`config.mk`:
```
export PLATFORM = sky130hd
export DESIGN_NAME = dpwm_softstart_ctrl
export DESIGN_NICKNAME = d
export VERILOG_FILES = /design/src/rtl/dpwm_pkg.sv /design/src/rtl/dpwm_period_timer.sv /design/src/rtl/dpwm_softstart_ctrl.sv
export SDC_FILE = /design/constraint.sdc
export NUM_CORES = 1
export LEC_CHECK = 0
export CORE_MARGIN = 4
export CORE_UTILIZATION = 50
export DETAILED_ROUTE_END_ITERATION = 16
export GPL_TIMING_DRIVEN = 0
export PLACE_DENSITY_LB_ADDON = 0.2
export SYNTH_ARGS = -nofsm -noshare
export SYNTH_HDL_FRONTEND = slang
export SYNTH_SLANG_ARGS = --single-unit
```
`constraint.sdc`:
```
create_clock -name hf_clock -period 5 [get_ports hf_clock]
set_clock_uncertainty 0.1 [all_clocks]
set_input_delay 1 -clock hf_clock [delete_from_list [all_inputs] [get_ports hf_clock]]
set_output_delay 1 -clock hf_clock [all_outputs]
set_load 0.01 [all_outputs]
```
`src/rtl/dpwm_pkg.sv`:
```
// ============================================================================
// dpwm_pkg : shared state encoding and limits for the DPWM front-end blocks
// Rev 1.0
// ============================================================================
`default_nettype none

package dpwm_pkg;

    localparam int W_DEFAULT = 12;
    localparam int FS_MIN    = 2;

    typedef enum logic [1:0] {
        ST_IDLE  = 2'd0,
        ST_RAMP  = 2'd1,
        ST_RUN   = 2'd2,
        ST_FAULT = 2'd3
    } dpwm_state_e;

endpackage

`default_nettype wire

```
`src/rtl/dpwm_period_timer.sv`:
```
// ============================================================================
// dpwm_period_timer : period counter with boundary flag and period_start strobe
// Rev 1.0
// ============================================================================
`default_nettype none

module dpwm_period_timer
    import dpwm_pkg::*;
#(
    parameter int W = W_DEFAULT
) (
    input  logic         clk_i,
    input  logic         rst_ni,
    input  logic         active_i,
    input  logic         active_next_i,
    input  logic [W-1:0] fs_i,
    output logic         boundary_o,
    output logic         period_start_o
);

    logic [W-1:0] cnt_q, cnt_d;
    logic         ps_q, ps_d;
    logic         w_boundary;

    assign w_boundary = active_i && (cnt_q == (fs_i - W'(1)));

    // A fresh period begins on entry to an active state or after a boundary
    // that keeps the timer running.
    always_comb begin
        cnt_d = cnt_q + W'(1);
        ps_d  = 1'b0;
        if (!active_next_i) begin
            cnt_d = '0;
        end else if (!active_i || w_boundary) begin
            cnt_d = '0;
            ps_d  = 1'b1;
        end
    end

    always_ff @(posedge clk_i or negedge rst_ni) begin
        if (!rst_ni) begin
            cnt_q <= '0;
            ps_q  <= 1'b0;
        end else begin
            cnt_q <= cnt_d;
            ps_q  <= ps_d;
        end
    end

    assign boundary_o     = w_boundary;
    assign period_start_o = ps_q;

endmodule

`default_nettype wire

```
`src/rtl/dpwm_softstart_ctrl.sv`:
```
// ============================================================================
// dpwm_softstart_ctrl : shadow registers, soft-start ramp and fault/stop
// sequencing in front of the DPWM core; all updates land on period boundaries.
// Rev 1.0
// ============================================================================
`default_nettype none

module dpwm_softstart_ctrl
    import dpwm_pkg::*;
#(
    parameter int W      = W_DEFAULT,
    parameter int STEP_W = 8,
    parameter int DIV_W  = 8
) (
    input  logic              hf_clock,
    input  logic              reset,
    input  logic              start,
    input  logic              stop,
    input  logic              fault,
    input  logic              fault_clr,
    input  logic [W-1:0]      target_dc,
    input  logic [W-1:0]      fs_cfg,
    input  logic [W-1:0]      dt1_cfg,
    input  logic [W-1:0]      dt2_cfg,
    input  logic [STEP_W-1:0] ramp_step,
    input  logic [DIV_W-1:0]  ramp_div,
    output logic [W-1:0]      duty_cycle,
    output logic [W-1:0]      fs,
    output logic [W-1:0]      deadtime1,
    output logic [W-1:0]      deadtime2,
    output logic              enable,
    output logic              period_start,
    output logic [1:0]        state,
    output logic              ramp_done
);

    dpwm_state_e      state_q, state_d;
    logic [W-1:0]     duty_q, duty_d;
    logic [W-1:0]     fs_q, fs_d;
    logic [W-1:0]     dt1_q, dt1_d;
    logic [W-1:0]     dt2_q, dt2_d;
    logic             en_q, en_d;
    logic             rdone_q, rdone_d;
    logic             stop_pend_q, stop_pend_d;
    logic [DIV_W-1:0] dcnt_q, dcnt_d;

    logic             w_boundary;
    logic             w_active, w_active_next;
    logic [W:0]       w_sum;
    logic [W-1:0]     w_stepped;
    logic             w_fs_ok;

    assign w_active      = (state_q == ST_RAMP) || (state_q == ST_RUN);
    assign w_active_next = (state_d == ST_RAMP) || (state_d == ST_RUN);
    assign w_fs_ok       = (fs_cfg >= W'(FS_MIN));

    // One extra bit keeps the step from wrapping before saturation at target.
    assign w_sum     = {1'b0, duty_q} + (W+1)'(ramp_step);
    assign w_stepped = (w_sum >= {1'b0, target_dc}) ? target_dc : w_sum[W-1:0];

    dpwm_period_timer #(.W(W)) u_timer (
        .clk_i          (hf_clock),
        .rst_ni         (reset),
        .active_i       (w_active),
        .active_next_i  (w_active_next),
        .fs_i           (fs_q),
        .boundary_o     (w_boundary),
        .period_start_o (period_start)
    );

    always_comb begin
        state_d     = state_q;
        duty_d      = duty_q;
        fs_d        = fs_q;
        dt1_d       = dt1_q;
        dt2_d       = dt2_q;
        en_d        = en_q;
        rdone_d     = 1'b0;
        stop_pend_d = stop_pend_q;
        dcnt_d      = dcnt_q;

        if (fault && (state_q != ST_FAULT)) begin
            state_d     = ST_FAULT;
            en_d        = 1'b0;
            duty_d      = '0;
            stop_pend_d = 1'b0;
            dcnt_d      = '0;
        end else begin
            case (state_q)
                ST_IDLE: begin
                    if (start && !stop && w_fs_ok) begin
                        state_d     = ST_RAMP;
                        fs_d        = fs_cfg;
                        dt1_d       = dt1_cfg;
                        dt2_d       = dt2_cfg;
                        en_d        = 1'b1;
                        duty_d      = '0;
                        dcnt_d      = '0;
                        stop_pend_d = 1'b0;
                    end
                end
                ST_RAMP, ST_RUN: begin
                    if (stop) begin
                        stop_pend_d = 1'b1;
                    end
                    if (w_boundary) begin
                        if (stop || stop_pend_q) begin
                            state_d     = ST_IDLE;
                            en_d        = 1'b0;
                            duty_d      = '0;
                            stop_pend_d = 1'b0;
                            dcnt_d      = '0;
                        end else if (state_q == ST_RAMP) begin
                            if (target_dc < duty_q) begin
                                duty_d  = target_dc;
                                state_d = ST_RUN;
                                rdone_d = 1'b1;
                                dcnt_d  = '0;
                            end else if (dcnt_q == ramp_div) begin
                                dcnt_d = '0;
                                duty_d = w_stepped;
                                if (w_stepped == target_dc) begin
                                    state_d = ST_RUN;
                                    rdone_d = 1'b1;
                                end
                            end else begin
                                dcnt_d = dcnt_q + DIV_W'(1);
                            end
                        end else begin
                            duty_d = target_dc;
                            dt1_d  = dt1_cfg;
                            dt2_d  = dt2_cfg;
                            if (w_fs_ok) begin
                                fs_d = fs_cfg;
                            end
                        end
                    end
                end
                ST_FAULT: begin
                    if (fault_clr && !fault) begin
                        state_d = ST_IDLE;
                    end
                end
                default: state_d = ST_IDLE;
            endcase
        end
    end

    always_ff @(posedge hf_clock or negedge reset) begin
        if (!reset) begin
            state_q     <= ST_IDLE;
            duty_q      <= '0;
            fs_q        <= '0;
            dt1_q       <= '0;
            dt2_q       <= '0;
            en_q        <= 1'b0;
            rdone_q     <= 1'b0;
            stop_pend_q <= 1'b0;
            dcnt_q      <= '0;
        end else begin
            state_q     <= state_d;
            duty_q      <= duty_d;
            fs_q        <= fs_d;
            dt1_q       <= dt1_d;
            dt2_q       <= dt2_d;
            en_q        <= en_d;
            rdone_q     <= rdone_d;
            stop_pend_q <= stop_pend_d;
            dcnt_q      <= dcnt_d;
        end
    end

    assign duty_cycle = duty_q;
    assign fs         = fs_q;
    assign deadtime1  = dt1_q;
    assign deadtime2  = dt2_q;
    assign enable     = en_q;
    assign state      = state_q;
    assign ramp_done  = rdone_q;

endmodule

`default_nettype wire

```
==> flow_summary.ini <==
[die]
site_row_count = 38
initial_core_util = 0.5145
die_width_um = 113.8
die_y_um = 113.8
design.die.area_sq_um = 12960
num_io_pins = 123
core_area_sq_um = 10890

[critical_path]
critPathLaunchType = primary input
timing.critical_path.arrival_ps = 4920
critPathMaxStageDelay_ps = 410
cp_max_fo = 10
end_kind = register
worst-endpoint-required_ps = 5160
crit_path_cell_trace = clkdlybuf4s50_1 -> ha_1 -> buf_4 -> and2_4 -> o2111ai_2 -> a31o_4 -> o311ai_4 -> ha_4 -> a2111oi_4 -> o21ai_1 -> a21oi_2 -> o31ai_2 -> a211o_1 -> buf_4 -> o21ai_0 -> a21oi_1 -> mux2_2
crit_slowest_cell = sky130_fd_sc_hd__clkdlybuf4s50_1
path_common_cell = sky130_fd_sc_hd__buf_4
crit_type = in -> reg

[run_status]
outcome = finished clean

[sta]
maxClockFrequency_mhz = 209.8
worst_pin_slew_ps = 764.0
setup_tns_final_ps = 0
timing.final.hold_violations = 0
rsz0062_at_grt = no
finalHoldWorstSlack_ps = 411.1
timing.max_slew.rel_slack = 0.4868
report.final.setup_viol = 0
finalWorstSetupSlack_ps = 234.2
finalCriticalPeriod_ps = 4766
report.final.slew_viol_count = 0
period_share = 0.9532

[routing]
detail_route.wl_per_cell_um = 17.35
dr_iter_0_viols = 277
first_pass_iters = 5
drc = 0
total_wirelength_mm = 15.58
vias_per_cell = 5.804
num_vias = 5212
antenna_left = 0

[synthesis]
ys_async_sr_fraction = 1.000
ys_seq_elements = 74
postSynthNetCount = 723
synthTopCellsByArea = sky130_fd_sc_hd__dfrtp_1, sky130_fd_sc_hd__mux2_2, sky130_fd_sc_hd__ha_1, sky130_fd_sc_hd__xnor2_1, sky130_fd_sc_hd__a21oi_1
synth_top_cell_by_area = sky130_fd_sc_hd__dfrtp_1
count_of_synthesis_stage_warnings_from_yosys = 0
synth_seq_area_share = 0.3306
count_of_flip_flops_with_a_built_in_enable_after_synthesis = 0
post-synth-top-area-fraction = 0.3306
yosys_most_used_dff = sky130_fd_sc_hd__dfrtp_1
area_of_the_mapped_netlist_sq_um = 5602
synthesis.instances = 613
synth.avg_cell_area_sq_um = 9.138
ys_types = 73

[cells_and_area]
layout.core_utilization = 0.6800
fill_cells = 912
design_area_sq_um = 7403
layout-drive-gt1-share = 0.1623
finish.cell_count_without_fillers = 898
layout.cells.most_common_list = sky130_fd_sc_hd__clkdlybuf4s50_1, sky130_fd_sc_hd__dfrtp_1, sky130_fd_sc_hd__nand2_1
flow.area_growth_from_synthesis_pct = 32.16
antennaDiodeCount = 0
fin_nets = 863
most_frequent_standard_cell_in_the_layout_excluding_fill_and_tap_cells = sky130_fd_sc_hd__clkdlybuf4s50_1

[global_routing]
overflow = 0
number_of_global_route_vias_before_repair = 5068
initial_antenna_violation_count = 0
gr-usage-all-layers = 0.2403
grt_first_pass_wirelength_mm = 25.14
grt_max_degree = 52

[power]
cellPowerDensity_nw_per_um2 = 574.9
worst_ir_drop_vdd_mv = 0.3793
finalPower_mw = 4.256
p_leak_nw = 3.170

[clock_tree]
ctsRootBufferMaster = sky130_fd_sc_hd__clkbuf_8
clk_pin_slew_worst_paths_ps = 90
cts_inserted_buffers = 9
max_h_tree_level = 3
cts_num_sinks = 74
insertion_delay_ps = 370
tritoncts = built
clk_path_buf_depth = 2

[place]
io_buffer_count = 122
detailed_place_hpwl_mm = 11.81
dpl_ws_ps = -1044
routabilityCongestion = 0.9491
place.detailed.instances = 876
dpl-instance-area_sq_um = 7023

[run]
cap_viol_max_count = 0

[worst_hold_path]
worst_hold_path_type = reg -> reg
==> path summary, 6_finish.rpt <==
kind                       cells after the start  slack (ps)                          to                 startpoint
max in group asynchronous                      2        3810    deadtime1[5]$_DFFE_PN0P_                      reset
setup / recovery                              17         230   duty_cycle[5]$_DFFE_PN0P_               ramp_step[6]
hold / removal                                 1         410    deadtime1[1]$_DFFE_PN0P_   deadtime1[1]$_DFFE_PN0P_
min in group asynchronous                      1         430  u_timer.cnt_q[7]$_DFF_PN0_                      reset
hold reg to reg                                1         410    deadtime1[1]$_DFFE_PN0P_   deadtime1[1]$_DFFE_PN0P_
setup reg to reg                              17         650   duty_cycle[5]$_DFFE_PN0P_  duty_cycle[0]$_DFFE_PN0P_
==> per-layer routing <==
metal | routed length (um) | GRT usage
met1 | 6937 | 0.3262
met2 | 7416 | 0.3820
met3 | 883 | 0.05305
met4 | 338 | 0.07997
met5 | 0 | 0
==> flip-flops by register name, summed over array words and instances (netlist names) <==
register	count
deadtime2	12
enable	1
dcnt_q	8
fs	12
state	2
ramp_done	1
duty_cycle	12
u_timer.period_start_o	1
deadtime1	12
stop_pend_q	1
u_timer.cnt_q	12
==> worst max-delay path: cells and delay by family <==
family,cells,cell delay [ps]
AND/OR/NAND/NOR,1,180
adder cells (fa/ha/maj),2,550
buffers and inverters,3,790
AO/OA/AOI/OAI,10,2110
multiplexers,1,290
==> logic make-up (layout without fill, tap and decap cells) <==
kind of cell	after synthesis	count (layout)	synth area share
AOI/OAI and AO/OA	154	154	0.1829
xor gates and xnor gates	47	47	0.07483
adders and majority gates	40	40	0.09069
buffers and inverters	63	208	0.04981
DFF	74	74	0.3306
muxes	51	51	0.1014
and+or+nand+nor	184	184	0.1698
==> cell usage after synthesis (3+ instances only) <==
cell,count
sky130_fd_sc_hd__ha_1,39
sky130_fd_sc_hd__o21ai_0,39
sky130_fd_sc_hd__or2_2,3
sky130_fd_sc_hd__dfrtp_1,74
sky130_fd_sc_hd__o2111ai_1,4
sky130_fd_sc_hd__nor4_1,3
sky130_fd_sc_hd__nand3b_1,3
sky130_fd_sc_hd__nand3_1,17
sky130_fd_sc_hd__and2_1,3
sky130_fd_sc_hd__buf_2,5
sky130_fd_sc_hd__inv_1,43
sky130_fd_sc_hd__a2111oi_0,3
sky130_fd_sc_hd__mux2i_1,5
sky130_fd_sc_hd__a31oi_1,8
sky130_fd_sc_hd__o211ai_1,6
sky130_fd_sc_hd__nand4_1,10
sky130_fd_sc_hd__mux2_2,46
sky130_fd_sc_hd__o22ai_1,4
sky130_fd_sc_hd__nor2_1,37
sky130_fd_sc_hd__nand2b_1,15
sky130_fd_sc_hd__clkbuf_1,8
sky130_fd_sc_hd__a211o_1,4
sky130_fd_sc_hd__and3_1,8
sky130_fd_sc_hd__nor3_1,10
sky130_fd_sc_hd__buf_6,3
sky130_fd_sc_hd__a21oi_1,42
sky130_fd_sc_hd__xor2_1,14
sky130_fd_sc_hd__o31ai_1,4
sky130_fd_sc_hd__a211oi_1,5
sky130_fd_sc_hd__nand2_1,52
sky130_fd_sc_hd__a21o_1,11
sky130_fd_sc_hd__xnor2_1,32
sky130_fd_sc_hd__nor2b_1,5
==> area by class of cell <==
| class | count | area, sq um | area share |
|---|---|---|---|
| flip-flops and latches | 74 | 1852 | 0.2501 |
| clock buffers | 10 | 137.6 | 0.01859 |
| plain buffers | 20 | 136.4 | 0.01842 |
| repair buffers | 129 | 1294 | 0.1748 |
| well taps | 140 | 175.2 | 0.02366 |
| clock inverters | 6 | 48.80 | 0.006591 |
| multi-input cells | 476 | 3598 | 0.4861 |
| inverters | 43 | 161.4 | 0.02180 |
==> report_power, final <==
part           switching, mW  internal (mW)  leakage (nW)
Combinational           1.43           1.34          2.13
Sequential             0.216          0.809         0.959
Clock                  0.263          0.198        0.0855
==> repair_timing <==
item,CTS,global route
gates cloned,0,1
gates resized for setup,14,28
pin swaps,3,12
endpoints found under the setup margin,25,25
hold buffers,0,0
setup buffers,3,2
endpoints found under the hold margin,0,0
(Power assumes the default switching activity.)
